==> src/rtl/ready_generator.sv <==
// Bus ready generator: I/O wait states, channel-ready wait with timeout, CPU/DMA ready gating.
// Optional DMA wait state enabled by defining DMA_WAIT_STATE_EN.
module ready_generator #(
  parameter int unsigned IO_WAIT_STATES = 1,
  parameter int unsigned TIMEOUT_CYCLES = 255
) (
  input  logic clock,
  input  logic reset_n,
  input  logic io_read_n,
  input  logic io_write_n,
  input  logic memory_read_n,
  input  logic memory_write_n,
  input  logic address_enable_n,
  input  logic dma_wait_n,
  input  logic io_channel_ready,
  output logic cpu_ready,
  output logic dma_ready,
  output logic channel_timeout
);

  typedef enum logic [1:0] {S_IDLE, S_WAIT, S_CHAN, S_DONE} state_t;

  localparam bit         IO_WAIT_EN    = (IO_WAIT_STATES > 0);
  localparam logic [1:0] WAIT_LOAD     = IO_WAIT_EN ? 2'(IO_WAIT_STATES - 1) : 2'd0;
  localparam logic [7:0] TIMEOUT_LIMIT = 8'(TIMEOUT_CYCLES);

  state_t     state;
  logic [1:0] wait_cnt;
  logic [7:0] tmo_cnt;
  logic       chrdy_m, chrdy_s;
  logic       cmd_idle_prev;
  logic       cmd_idle, io_cmd, cycle_start, fsm_ready;
`ifdef DMA_WAIT_STATE_EN
  logic       mem_cmd;
`endif

  always_comb begin
    cmd_idle    = io_read_n & io_write_n & memory_read_n & memory_write_n;
    io_cmd      = ~(io_read_n & io_write_n);
    cycle_start = cmd_idle_prev & ~cmd_idle;
    fsm_ready   = (state == S_IDLE) || (state == S_DONE);
`ifdef DMA_WAIT_STATE_EN
    mem_cmd     = ~(memory_read_n & memory_write_n);
`endif
  end

  assign cpu_ready = address_enable_n | fsm_ready;
  assign dma_ready = fsm_ready & dma_wait_n;

  always_ff @(posedge clock or negedge reset_n) begin
    if (!reset_n) begin
      chrdy_m       <= 1'b1;
      chrdy_s       <= 1'b1;
      cmd_idle_prev <= 1'b1;
    end else begin
      chrdy_m       <= io_channel_ready;
      chrdy_s       <= chrdy_m;
      cmd_idle_prev <= cmd_idle;
    end
  end

  always_ff @(posedge clock or negedge reset_n) begin
    if (!reset_n) begin
      state           <= S_IDLE;
      wait_cnt        <= '0;
      tmo_cnt         <= '0;
      channel_timeout <= 1'b0;
    end else begin
      channel_timeout <= 1'b0;
      case (state)
        S_IDLE: begin
          if (cycle_start) begin
            // I/O decoded first so it wins over a memory command on the same edge
            if (io_cmd && !address_enable_n && IO_WAIT_EN) begin
              state    <= S_WAIT;
              wait_cnt <= WAIT_LOAD;
            end
`ifdef DMA_WAIT_STATE_EN
            else if (!io_cmd && address_enable_n && mem_cmd) begin
              state    <= S_WAIT;
              wait_cnt <= '0;
            end
`endif
            else if (!chrdy_s) begin
              state   <= S_CHAN;
              tmo_cnt <= '0;
            end else begin
              state <= S_DONE;
            end
          end
        end
        S_WAIT: begin
          if (cmd_idle) begin
            state <= S_IDLE;
          end else if (wait_cnt != '0) begin
            wait_cnt <= wait_cnt - 2'd1;
          end else if (!chrdy_s) begin
            state   <= S_CHAN;
            tmo_cnt <= '0;
          end else begin
            state <= S_DONE;
          end
        end
        S_CHAN: begin
          if (cmd_idle) begin
            state <= S_IDLE;
          end else if (chrdy_s) begin
            state <= S_DONE;
          end else if (tmo_cnt + 8'd1 == TIMEOUT_LIMIT) begin
            state           <= S_DONE;
            channel_timeout <= 1'b1;
          end else begin
            tmo_cnt <= tmo_cnt + 8'd1;
          end
        end
        S_DONE: begin
          if (cmd_idle) state <= S_IDLE;
        end
        default: state <= S_IDLE;
      endcase
    end
  end

endmodule

==> config.mk <==
export PLATFORM = sky130hd
export DESIGN_NAME = ready_generator
export DESIGN_NICKNAME = d
export VERILOG_FILES = /design/src/rtl/ready_generator.sv
export SDC_FILE = /design/constraint.sdc
export NUM_CORES = 1
export LEC_CHECK = 0
export ABC_AREA = 1
export CAP_MARGIN = 20
export CORE_MARGIN = 3
export CORE_UTILIZATION = 45
export DETAILED_ROUTE_END_ITERATION = 7
export GPL_ROUTABILITY_DRIVEN = 0
export PLACE_DENSITY = 0.66
export SETUP_SLACK_MARGIN = 0.05
export SYNTH_ARGS = -nofsm -noshare
export SYNTH_HDL_FRONTEND = slang
export SYNTH_SLANG_ARGS = --single-unit
==> constraint.sdc <==
create_clock -name clock -period 3 [get_ports clock]
set_input_delay 0.6 -clock clock [delete_from_list [all_inputs] [get_ports clock]]
set_output_delay 0.6 -clock clock [all_outputs]
set_load 0.005 [all_outputs]
* After elaboration in Yosys (flattened, before gate mapping)
Index checks and enable logic that the tools add are counted.
** Word-level totals
- Input port bits :: 9
- Output and inout bits :: 3
- Flip-flop bits (word level) :: 16
** Cells by class
- Equality and inequality tests :: 16
- Multiplexer cells :: 28
- Reductions and logical operators :: 10
- Add/subtract/negate cells :: 2
- Bitwise logic cells :: 8
** Operators with widths (number)
- 8-bit 2-to-1 mux :: 8
- 2-bit 2-to-1 mux :: 12
- 8-bit case mux with 3 select lines :: 1
- 2-bit != test (second input constant) :: 9
- 8-bit by 1-bit adder with 8-bit output (second input constant) :: 1
- 8-bit equality test (second input constant) :: 1
- 2-bit case mux with 4 select lines :: 1
- 8-bit AND reduction :: 1
- 1-bit bitwise AND :: 5
- 1-bit 2-to-1 mux :: 5
- 5-bit AND reduction :: 1
- 2-bit equality test (second input constant) :: 2
- 4-bit != test (second input constant) :: 1
- 2-bit case mux with 2 select lines :: 1
- 4-bit AND reduction :: 1
- 2-bit nonzero test :: 2
- 3-bit != test (second input constant) :: 1
- 3-bit nonzero test :: 1
- 2-bit by 1-bit equality test with 1-bit output (second input constant) :: 1
- 2-bit logical NOT :: 1
- 2-bit by 1-bit != test with 1-bit output (second input constant) :: 1
- 1-bit inverter :: 2
- 2-bit by 1-bit subtractor with 2-bit output (second input constant) :: 1
- 1-bit logical AND :: 1
- 3 further kinds :: 3

* Logic depth before layout (Yosys ltp)
Gate-level depths: netlist (run 1).
- Depth after elaboration :: 7
- Gate-level depth with buffers :: 12
- Gate-level depth less buffers :: 12

* Least setup slack after synthesis (run 1)
Ideal clock, no wire load.
- Path type :: reg2reg
- From :: reg state[0]
- To :: reg tmo_cnt[5]
- Path buffers :: 0
- Stages on the path, launching flop included :: 10
- Library setup time :: 0.124 ns
- Clock period less this slack :: 1.635 ns
- Data arrival time :: 1.511 ns
- Path slack :: 1.365 ns
- Required time :: 2.876 ns
- Cell sequence :: dfrtp_1 inv_1 ha_1 inv_2 nand2_1 nand2_1 nand3_1 nor2_4 o21ai_4 a21boi_1
** Between the ends
- Cells in the longest elaborated chain, start to end :: 3
** RTL lines
- start: declaration :: line 27 : state_t state;
- start signal: assignment :: line 64 : state <= S_IDLE;
- start signal: assignment :: line 75 : state <= S_WAIT;
- start signal: assignment :: line 85 : state <= S_CHAN;
- 2-bit equality test, or another cell as far along :: line 70 : case (state)
- 2-bit != test (no source line) or 3-bit nonzero test (tied branches)
- 8-bit AND reduction (no source line)
- end signal: assignment :: line 113 : tmo_cnt <= tmo_cnt + 8'd1;
- end: declaration :: line 29 : logic [7:0] tmo_cnt;
Several ways; a longest one is shown, not always the timed one.
A chain may end at the register's enable or synchronous reset.

* Worst setup path after layout (run 1)
- From :: reg state[0]
- To :: out dma_ready
** Between the ends
- Cells in the longest elaborated chain, start to end :: 3
** RTL lines
- 2-bit equality test or 2-bit logical NOT (tied branches) :: line 41 : fsm_ready = (state == S_IDLE) || (state == S_DONE);
- 1-bit logical OR (*) :: line 41
- 1-bit bitwise AND (*) :: line 48 : assign dma_ready = fsm_ready & dma_wait_n;
- end: declaration :: line 17 : output logic dma_ready,
Every way passes the cells marked *; elsewhere a longest branch is shown, timed or not.

==> impl_metrics.json, run 1 <==
{
  "status": "finished, final reports clean",
  "rsz0062_at_grt": "no",
  "ys_ff_latch": 16,
  "cpMaxStageDelayCell": "clkdlybuf4s50_1",
  "synthAdderAreaFrac_pct": 9.04,
  "p_comb_share_pct": 53.3,
  "drv_slew": 0,
  "crit_path_start_kind": "flop",
  "start_util_pct": 48.7,
  "wl_per_cell_um": 11.1,
  "n_fill_cell": 201,
  "drtIter0Drc": 29,
  "fin_util_pct": 56.2,
  "ioPinCount": 12,
  "dieArea_um2": 3090,
  "dp_slack_ps": 741,
  "root_buffer": "clkbuf_4",
  "finClkSkew_ps": 15.8,
  "period_minus_slack_ps": 2300,
  "period_share_pct": 76.5,
  "htree_levels": 1,
  "pwr_density_cell_nw_per_um2": 698,
  "clkPwrFrac_pct": 13.4,
  "ant_nets": 0,
  "synth-compound-area-share_pct": 8.81,
  "syn_inst": 151,
  "p_switching_uw": 402,
  "finalWirelength_um": 2160,
  "critPathLaunch": "state[0]",
  "cts_buffers": 3,
  "rrSetupSlack_ps": 1140,
  "cts_hold_buf": 0,
  "cap_violations": 0,
  "dp_hpwl_um": 1710,
  "max_freq_mhz": 436,
  "cts_buffer_depth": 2,
  "row_count": 17,
  "die_h_um": 55.6,
  "diodes": 0,
  "fin_nets": 184,
  "finalHoldViolCount": 0,
  "post_cts_buffers": 0,
  "vias_per_cell": 4.96,
  "cts_tree": "done",
  "die_x_um": 55.6,
  "cp_max_fo": 4,
  "layout-drive-gt1-share_pct": 12.0,
  "cpPeakStageDelay_ps": 500,
  "synth_top_family_by_area": "simple AND/OR/NAND/NOR gates",
  "first_pass_iters": 4,
  "yosysUniqueCellTypes": 26,
  "worstPathArrival_ps": 1700,
  "setup_tns_ps": 0,
  "cp.required_ps": 2400,
  "ir_drop_mv": 0.449,
  "crit_type": "flop to output pin",
  "grt_pass1_vias": 914,
  "worst_slew_pin_slew_ps": 743,
  "grt_max_degree": 17,
  "relSlewSlack_pct": 50.3,
  "cts_resized": 0,
  "r2r-start": "state[0]",
  "rr_endpoint": "tmo_cnt[0]",
  "crit_end": "dma_ready",
  "synthSimpleGateAreaFrac_pct": 37.5,
  "clkLatencyLatePin_ps": 290,
  "mappedNetlistNets": 168,
  "antenna_found_initial": 0,
  "min_path_type": "flop to flop",
  "grt_overflow": 0,
  "setup_slack_ps": 705,
  "crit_path_end_kind": "output pin",
  "synth_xor_area_share_pct": 0,
  "portBuffers": 11,
  "swShare_pct": 45.0,
  "setup_viol": 0,
  "drc_errors": 0,
  "p_int_uw": 491,
  "syn-cell-area_um2": 1110,
  "synth-seq-area-share_pct": 36.5,
  "worstPathCellList": "inv_1 -> ha_1 -> nor2_1 -> clkdlybuf4s50_1",
  "rr_worst_depth": 10,
  "ys.warnings.count": 0,
  "muxShareOfSynthArea_pct": 0,
  "grt_usage_pct": 15.6,
  "clock-sinks": 16,
  "seqPwrFrac_pct": 33.3,
  "path_clk_slew_ps": 80,
  "vias": 962,
  "power.leakage_nw": 0.610,
  "area_growth_pct": 15.5,
  "core_um2": 2280,
  "avgSynthCellArea_um2": 7.33,
  "grt_pass1_wl_um": 3860
}
-- synthesized netlist by cell type --
master	instances	area [µm²]
nand3_2	1	10.0
nor2_2	1	6.26
o211ai_1	1	7.51
nand3_1	15	75.1
a21oi_1	2	10.0
inv_1	22	82.6
nor3_1	2	10.0
a21oi_4	1	16.3
nor2_4	1	11.3
nand2_1	44	165
o22ai_1	1	6.26
dfrtp_1	13	325
nor2_1	14	52.6
nand4_1	5	31.3
a21boi_1	1	7.51
ha_1	8	100
nand2_2	4	25.0
dfstp_2	3	78.8
inv_2	2	7.51
nand2_4	2	22.5
o21bai_1	1	7.51
o21ai_4	1	16.3
a31oi_1	1	6.26
o21ai_1	1	5.00
o21ai_0	3	15.0
or2_2	1	6.26
-- how the worst min path moves through the flow --
stage / from / depth (start not counted) / slack, ps / to
final: chrdy_m / 0 / 360 / chrdy_s
after global routing: chrdy_m / 0 / 370 / chrdy_s
after CTS: chrdy_m / 0 / 360 / chrdy_s
after detailed placement: chrdy_m / 0 / 350 / chrdy_s
after global placement: chrdy_m / 0 / 350 / chrdy_s
after floorplan: reset_n / 0 / 300 / channel_timeout
-- flip-flops by register name, summed over array words and instances, names as in the netlist --
| name | flops |
|---|---|
| chrdy_s | 1 |
| channel_timeout | 1 |
| state | 2 |
| wait_cnt | 2 |
| cmd_idle_prev | 1 |
| tmo_cnt | 8 |
| chrdy_m | 1 |
-- cell families after synthesis --
family	Yosys count
fa+ha+maj	8
simple gates	90
flops	16
buf+inv	24
compound gates	13
-- power groups by stage --
stage                     Clock (mW)  Sequential [mW]  Combinational, mW
final                          0.120            0.297              0.476
after global routing           0.137            0.303              0.550
after CTS                      0.126            0.297              0.480
after global placement             0            0.299              0.472
after detailed placement           0            0.301              0.478
after floorplan                    0            0.292              0.360
-- layer usage --
metal / vias to the layer above / GRT usage (%) / part of all wire [%]
met3: 4 / 3.71 / 2.8
li1: 509 / - / -
met4: 0 / 4.17 / 1.3
met1: 438 / 21.6 / 53
met2: 11 / 24.3 / 43
met5: - / 0 / 0
-- cell type report --
cell class	count	area [µm²]	share of cell area, %
multi-input cells	111	613	47.9
flip-flops and latches	16	404	31.6
repair buffers	11	110	8.61
inverters	24	90.1	7.04
well taps	28	35.0	2.74
clock buffers	4	26.3	2.05
-- worst max-delay path, delay by kind of cell, from the launching register on --
family / cells / cell delay [ps]
adder cells (fa/ha/maj): 1 / 310
buffers and inverters: 2 / 600
flip-flops: 1 / 410
AND/OR/NAND/NOR: 1 / 100
-- cell usage in the layout (no fill, tap or decap), drive strengths merged --
| master | n |
|---|---|
| nand4 | 5 |
| o21ai | 5 |
| a21oi | 3 |
| dfrtp | 13 |
| clkdlybuf4s50 | 11 |
| a21boi | 1 |
| ha | 8 |
| or2 | 1 |
| nor2 | 16 |
| a31oi | 1 |
| nor3 | 2 |
| nand3 | 16 |
| inv | 24 |
| nand2 | 50 |
| o21bai | 1 |
| clkbuf | 4 |
| dfstp | 3 |
| o22ai | 1 |
| o211ai | 1 |
-- per-stage QoR --
| stage | cells | instance area (µm²) | hold WS, ps | power, mW |
|---|---|---|---|---|
| after floorplan | 151 | 1110 | 304 | 0.652 |
| after global placement | 190 | 1250 | 348 | 0.771 |
| after detailed placement | 190 | 1250 | 351 | 0.780 |
| after CTS | 194 | 1280 | 365 | 0.903 |
| after global routing | 194 | 1280 | 367 | 0.990 |
| final | 194 | 1280 | 362 | 0.893 |
Note: power is estimated with default switching activity, not from simulation.
==> inputs of run 2 (changes only) <==
==> constraint.sdc (replaced) <==
create_clock -name clock -period 2.32 [get_ports clock]
set_input_delay 0.464 -clock clock [delete_from_list [all_inputs] [get_ports clock]]
set_output_delay 0.464 -clock clock [all_outputs]
set_load 0.005 [all_outputs]
==> impl_metrics.json, run 2 (same netlist as run 1, synthesis figures left out) <==
{
  "status": "finished, final reports clean",
  "crit_path_end_kind": "output pin",
  "core_um2": 2280,
  "place_area_um2": 1250,
  "rsz0062_at_grt": "no",
  "relSlewSlack_pct": 51.7,
  "path_clk_slew_ps": 100,
  "crit_path_start_kind": "flop",
  "regMostFlops": "tmo_cnt",
  "cts_buffers": 3,
  "dp_hpwl_um": 1700,
  "root_buffer": "clkbuf_4",
  "period_share_pct": 94.0,
  "cap_violations": 0,
  "diodes": 0,
  "finalInstanceArea_um2": 1300,
  "start_util_pct": 48.7,
  "drtIter0Drc": 29,
  "die_x_um": 55.6,
  "clkPwrFrac_pct": 15.8,
  "power.leakage_nw": 0.617,
  "dieArea_um2": 3090,
  "htree_levels": 1,
  "clock-sinks": 16,
  "drc_errors": 0,
  "ioPinCount": 12,
  "grt_usage_pct": 15.9,
  "p_comb_share_pct": 52.5,
  "final-seq-area_um2": 404,
  "row_count": 17,
  "post_layout_nonfiller_instances": 194,
  "p_int_uw": 678,
  "top_regs": "tmo_cnt x8, state x2, wait_cnt x2",
  "multi_input_area_um2": 626,
  "die_h_um": 55.6,
  "min_path_type": "flop to flop",
  "cp.required_ps": 1860,
  "period_minus_slack_ps": 2180,
  "finClkSkew_ps": 11.1,
  "ir_drop_mv": 0.769,
  "area_growth_pct": 17.5,
  "p_switching_uw": 535,
  "pwr_density_cell_nw_per_um2": 932,
  "n_fill_cell": 217,
  "clkLatencyLatePin_ps": 300,
  "cpMaxStageDelayCell": "clkdlybuf4s50_1",
  "cts_tree": "done",
  "worst_slew_pin_slew_ps": 722,
  "worstPathCellList": "inv_1 -> ha_4 -> nor2_1 -> clkdlybuf4s50_1",
  "cpPeakStageDelay_ps": 500,
  "layout-drive-gt1-share_pct": 13.3,
  "ant_nets": 0,
  "crit_type": "flop to output pin",
  "finalHoldViolCount": 0,
  "final_common_cell": "nand2_1",
  "setup_viol": 0,
  "grt_max_degree": 17,
  "grt_overflow": 0,
  "portBuffers": 11,
  "wl_per_cell_um": 11.3,
  "largest_reg_flops": 8,
  "worstPathArrival_ps": 1720,
  "fin_nets": 184,
  "antenna_found_initial": 0,
  "max_freq_mhz": 459,
  "vias_per_cell": 5.11,
  "grt_pass1_wl_um": 3950,
  "cp_max_fo": 4,
  "grt_pass1_vias": 899,
  "first_pass_iters": 4,
  "finalWirelength_um": 2190,
  "swShare_pct": 44.1,
  "layout_common_cells": "nand2_1 (44), inv_1 (22), nand3_1 (15), nor2_1 (14), dfrtp_1 (13)",
  "dp.cells": 190,
  "post_cts_buffers": 0,
  "setup_tns_ps": 0,
  "vias": 991,
  "cts_buffer_depth": 2,
  "drv_slew": 0,
  "seqPwrFrac_pct": 31.7
}
[run 2: per-layer routing]
metal  GRT usage [%]  part of all wire (%)  wire (µm)
met1            23.2                    51       1110
met2            23.1                    43        953
met3            3.02                   4.0         88
met4            6.25                   1.8         39
met5               0                     0          0
[run 2: final timing paths]
path | start | endpoint | slack (ps) | cells past startpoint
worst max register to register | state[0] | tmo_cnt[3] | 410 | 10
min in group asynchronous | reset_n | tmo_cnt[0] | 580 | 1
max in group asynchronous | reset_n | tmo_cnt[3] | 1270 | 1
worst min-delay path | chrdy_m | chrdy_s | 360 | 0
worst min register to register | chrdy_m | chrdy_s | 360 | 0
worst max-delay path | state[1] | dma_ready | 140 | 4
[run 2: what timing repair did]
action | CTS | global route
setup endpoints to repair | 0 | 1
hold buffers | 0 | 0
gates resized for setup | 0 | 1
[run 2: area by class of cell]
class                   count  area share (%)
well taps                  28            2.69
flip-flops and latches     16            31.1
inverters                  24            6.92
multi-input cells         111            48.1
clock buffers               4            2.79
repair buffers             11            8.46
[run 2: worst max-delay path, delay by kind of cell, from the launching register on]
| family | cells | cell delay [ps] |
|---|---|---|
| adder cells (fa/ha/maj) | 1 | 220 |
| buffers and inverters | 2 | 660 |
| flip-flops | 1 | 440 |
| AND/OR/NAND/NOR | 1 | 100 |
[run 2: through the flow]
step	setup slack, ps	hold WS (ps)	total power, mW	util (%)
floorplan	685	168	0.843	-
global placement	337	349	0.989	55.0
CTS	110	365	1.20	56.6
detailed placement	296	348	1.00	55.0
finish	139	364	1.21	57.2
global route	64.0	372	1.34	57.2
[run 2: power groups by stage]
stage          clock [mW]  sequential [mW]  combinational [mW]
2_1_floorplan           0            0.378               0.465
3_3_place_gp            0            0.387               0.602
3_5_place_dp            0            0.390               0.612
4_1_cts             0.198            0.384               0.616
5_1_grt             0.213            0.393               0.730
6_report            0.192            0.385               0.637
==> inputs of run 3 (changes only) <==
--- a/config.mk
+++ b/config.mk
@@ -9,6 +9,7 @@
 export CAP_MARGIN = 20
 export CORE_MARGIN = 3
 export CORE_UTILIZATION = 45
+export CTS_CLUSTER_DIAMETER = 150
 export DETAILED_ROUTE_END_ITERATION = 7
 export GPL_ROUTABILITY_DRIVEN = 0
 export PLACE_DENSITY = 0.66
==> constraint.sdc (replaced) <==
create_clock -name clock -period 2.32 [get_ports clock]
set_input_delay 0.464 -clock clock [delete_from_list [all_inputs] [get_ports clock]]
set_output_delay 0.464 -clock clock [all_outputs]
set_load 0.1 [all_outputs]
==> impl_metrics.json, run 3 (same netlist as run 1, synthesis figures left out) <==
{
  "swShare_pct": 48.4,
  "area_growth_pct": 18.2,
  "worstPathArrival_ps": 1450,
  "die_x_um": 55.6,
  "core_um2": 2280,
  "regMostFlops": "tmo_cnt",
  "seqPwrFrac_pct": 28.1,
  "cts_resized": 0,
  "grt_overflow": 0,
  "first_pass_iters": 4,
  "start_util_pct": 48.7,
  "crit_type": "flop to output pin",
  "grt_pass1_vias": 886,
  "drc_errors": 0,
  "rsz0062_at_grt": "no",
  "p_int_uw": 707,
  "layout_common_cells": "nand2_1 (44), inv_1 (22), nand3_1 (15), nor2_1 (13), dfrtp_1 (13)",
  "finClkSkew_ps": 2.60,
  "dp_hpwl_um": 1810,
  "min_path_type": "flop to flop",
  "path_clk_slew_ps": 90,
  "die_h_um": 55.6,
  "final_common_cell": "nand2_1",
  "cts_buffer_depth": 2,
  "cpMaxStageDelayCell": "dfrtp_1",
  "cp_max_fo": 4,
  "ant_nets": 0,
  "diodes": 0,
  "cap_violations": 0,
  "wl_per_cell_um": 11.5,
  "worstPathBufferInverterCount": 2,
  "drv_slew": 0,
  "top_regs": "tmo_cnt x8, state x2, wait_cnt x2",
  "clkPwrFrac_pct": 13.0,
  "vias": 991,
  "period_share_pct": 82.5,
  "antenna_found_initial": 0,
  "ioPinCount": 12,
  "root_buffer": "clkbuf_4",
  "dieArea_um2": 3090,
  "ir_drop_mv": 0.813,
  "status": "finished, final reports clean",
  "cp.required_ps": 1860,
  "layout-drive-gt1-share_pct": 15.1,
  "pwr_density_cell_nw_per_um2": 1050,
  "cts_buffers": 3,
  "cts_tree": "done",
  "relSlewSlack_pct": 51.7,
  "worst_slew_pin_slew_ps": 722,
  "grt_max_degree": 17,
  "row_count": 17,
  "largest_reg_flops": 8,
  "portBuffers": 11,
  "max_freq_mhz": 522,
  "cts_hold_buf": 0,
  "crit_family": "flip-flops",
  "crit_path_start_kind": "flop",
  "vias_per_cell": 5.11,
  "p_comb_share_pct": 58.9,
  "p_switching_uw": 663,
  "cpPeakStageDelay_ps": 400,
  "setup_viol": 0,
  "grt_pass1_wl_um": 4010,
  "fin_util_pct": 57.5,
  "finalHoldViolCount": 0,
  "crit_path_end_kind": "output pin",
  "worstPathCellList": "inv_1 -> ha_1 -> nor2_2 -> buf_12",
  "clkLatencyLatePin_ps": 280,
  "period_minus_slack_ps": 1920,
  "grt_usage_pct": 15.8,
  "htree_levels": 1,
  "drtIter0Drc": 35,
  "finalWirelength_um": 2230,
  "post_cts_buffers": 0,
  "setup_tns_ps": 0,
  "power.leakage_nw": 0.629,
  "clock-sinks": 16,
  "fin_nets": 184
}
run 3: metal layers:
metal / track usage, % / routed length, µm / vias to the layer above
li1: - / - / 512
met1: 23.0 / 1140 / 458
met2: 23.5 / 992 / 19
met3: 4.41 / 96 / 2
met4: 3.13 / 9 / 0
met5: 0 / 0 / -
run 3: final cells by class:
class / instances / area, µm²
Timing Repair Buffer: 11 / 128
Tap cell: 28 / 35.0
Inverter: 24 / 90.1
Fill cell: 209 / 967
Clock buffer: 4 / 36.3
Sequential cell: 16 / 404
Multi-Input combinational cell: 111 / 616
run 3: power groups by stage:
stage          Sequential, mW  Combinational, mW  Clock, mW
2_1_floorplan           0.378              0.601          0
3_3_place_gp            0.389              0.791          0
4_1_cts                 0.386              0.811      0.189
3_5_place_dp            0.392              0.807          0
5_1_grt                 0.394              0.896      0.200
6_report                0.386              0.807      0.178
run 3: per-stage QoR:
stage               std cells  area [µm²]  worst slack (ps)  hold WS [ps]  power (mW)
detailed placement        190        1270               304           348        1.20
floorplan                 151        1110               289           168       0.979
global route              194        1310               301           370        1.49
finish                    194        1310               405           360        1.37
CTS                       194        1310               383           362        1.39
global placement          190        1270               384           347        1.18
run 3: final timing paths:
kind	to	start	cells past startpoint	slack [ps]
max in group asynchronous	wait_cnt[1]	reset_n	1	1260
min	chrdy_s	chrdy_m	0	360
max reg2reg	tmo_cnt[3]	state[0]	10	470
min in group asynchronous	tmo_cnt[2]	reset_n	1	610
min reg2reg	chrdy_s	chrdy_m	0	360
max	dma_ready	state[0]	4	400
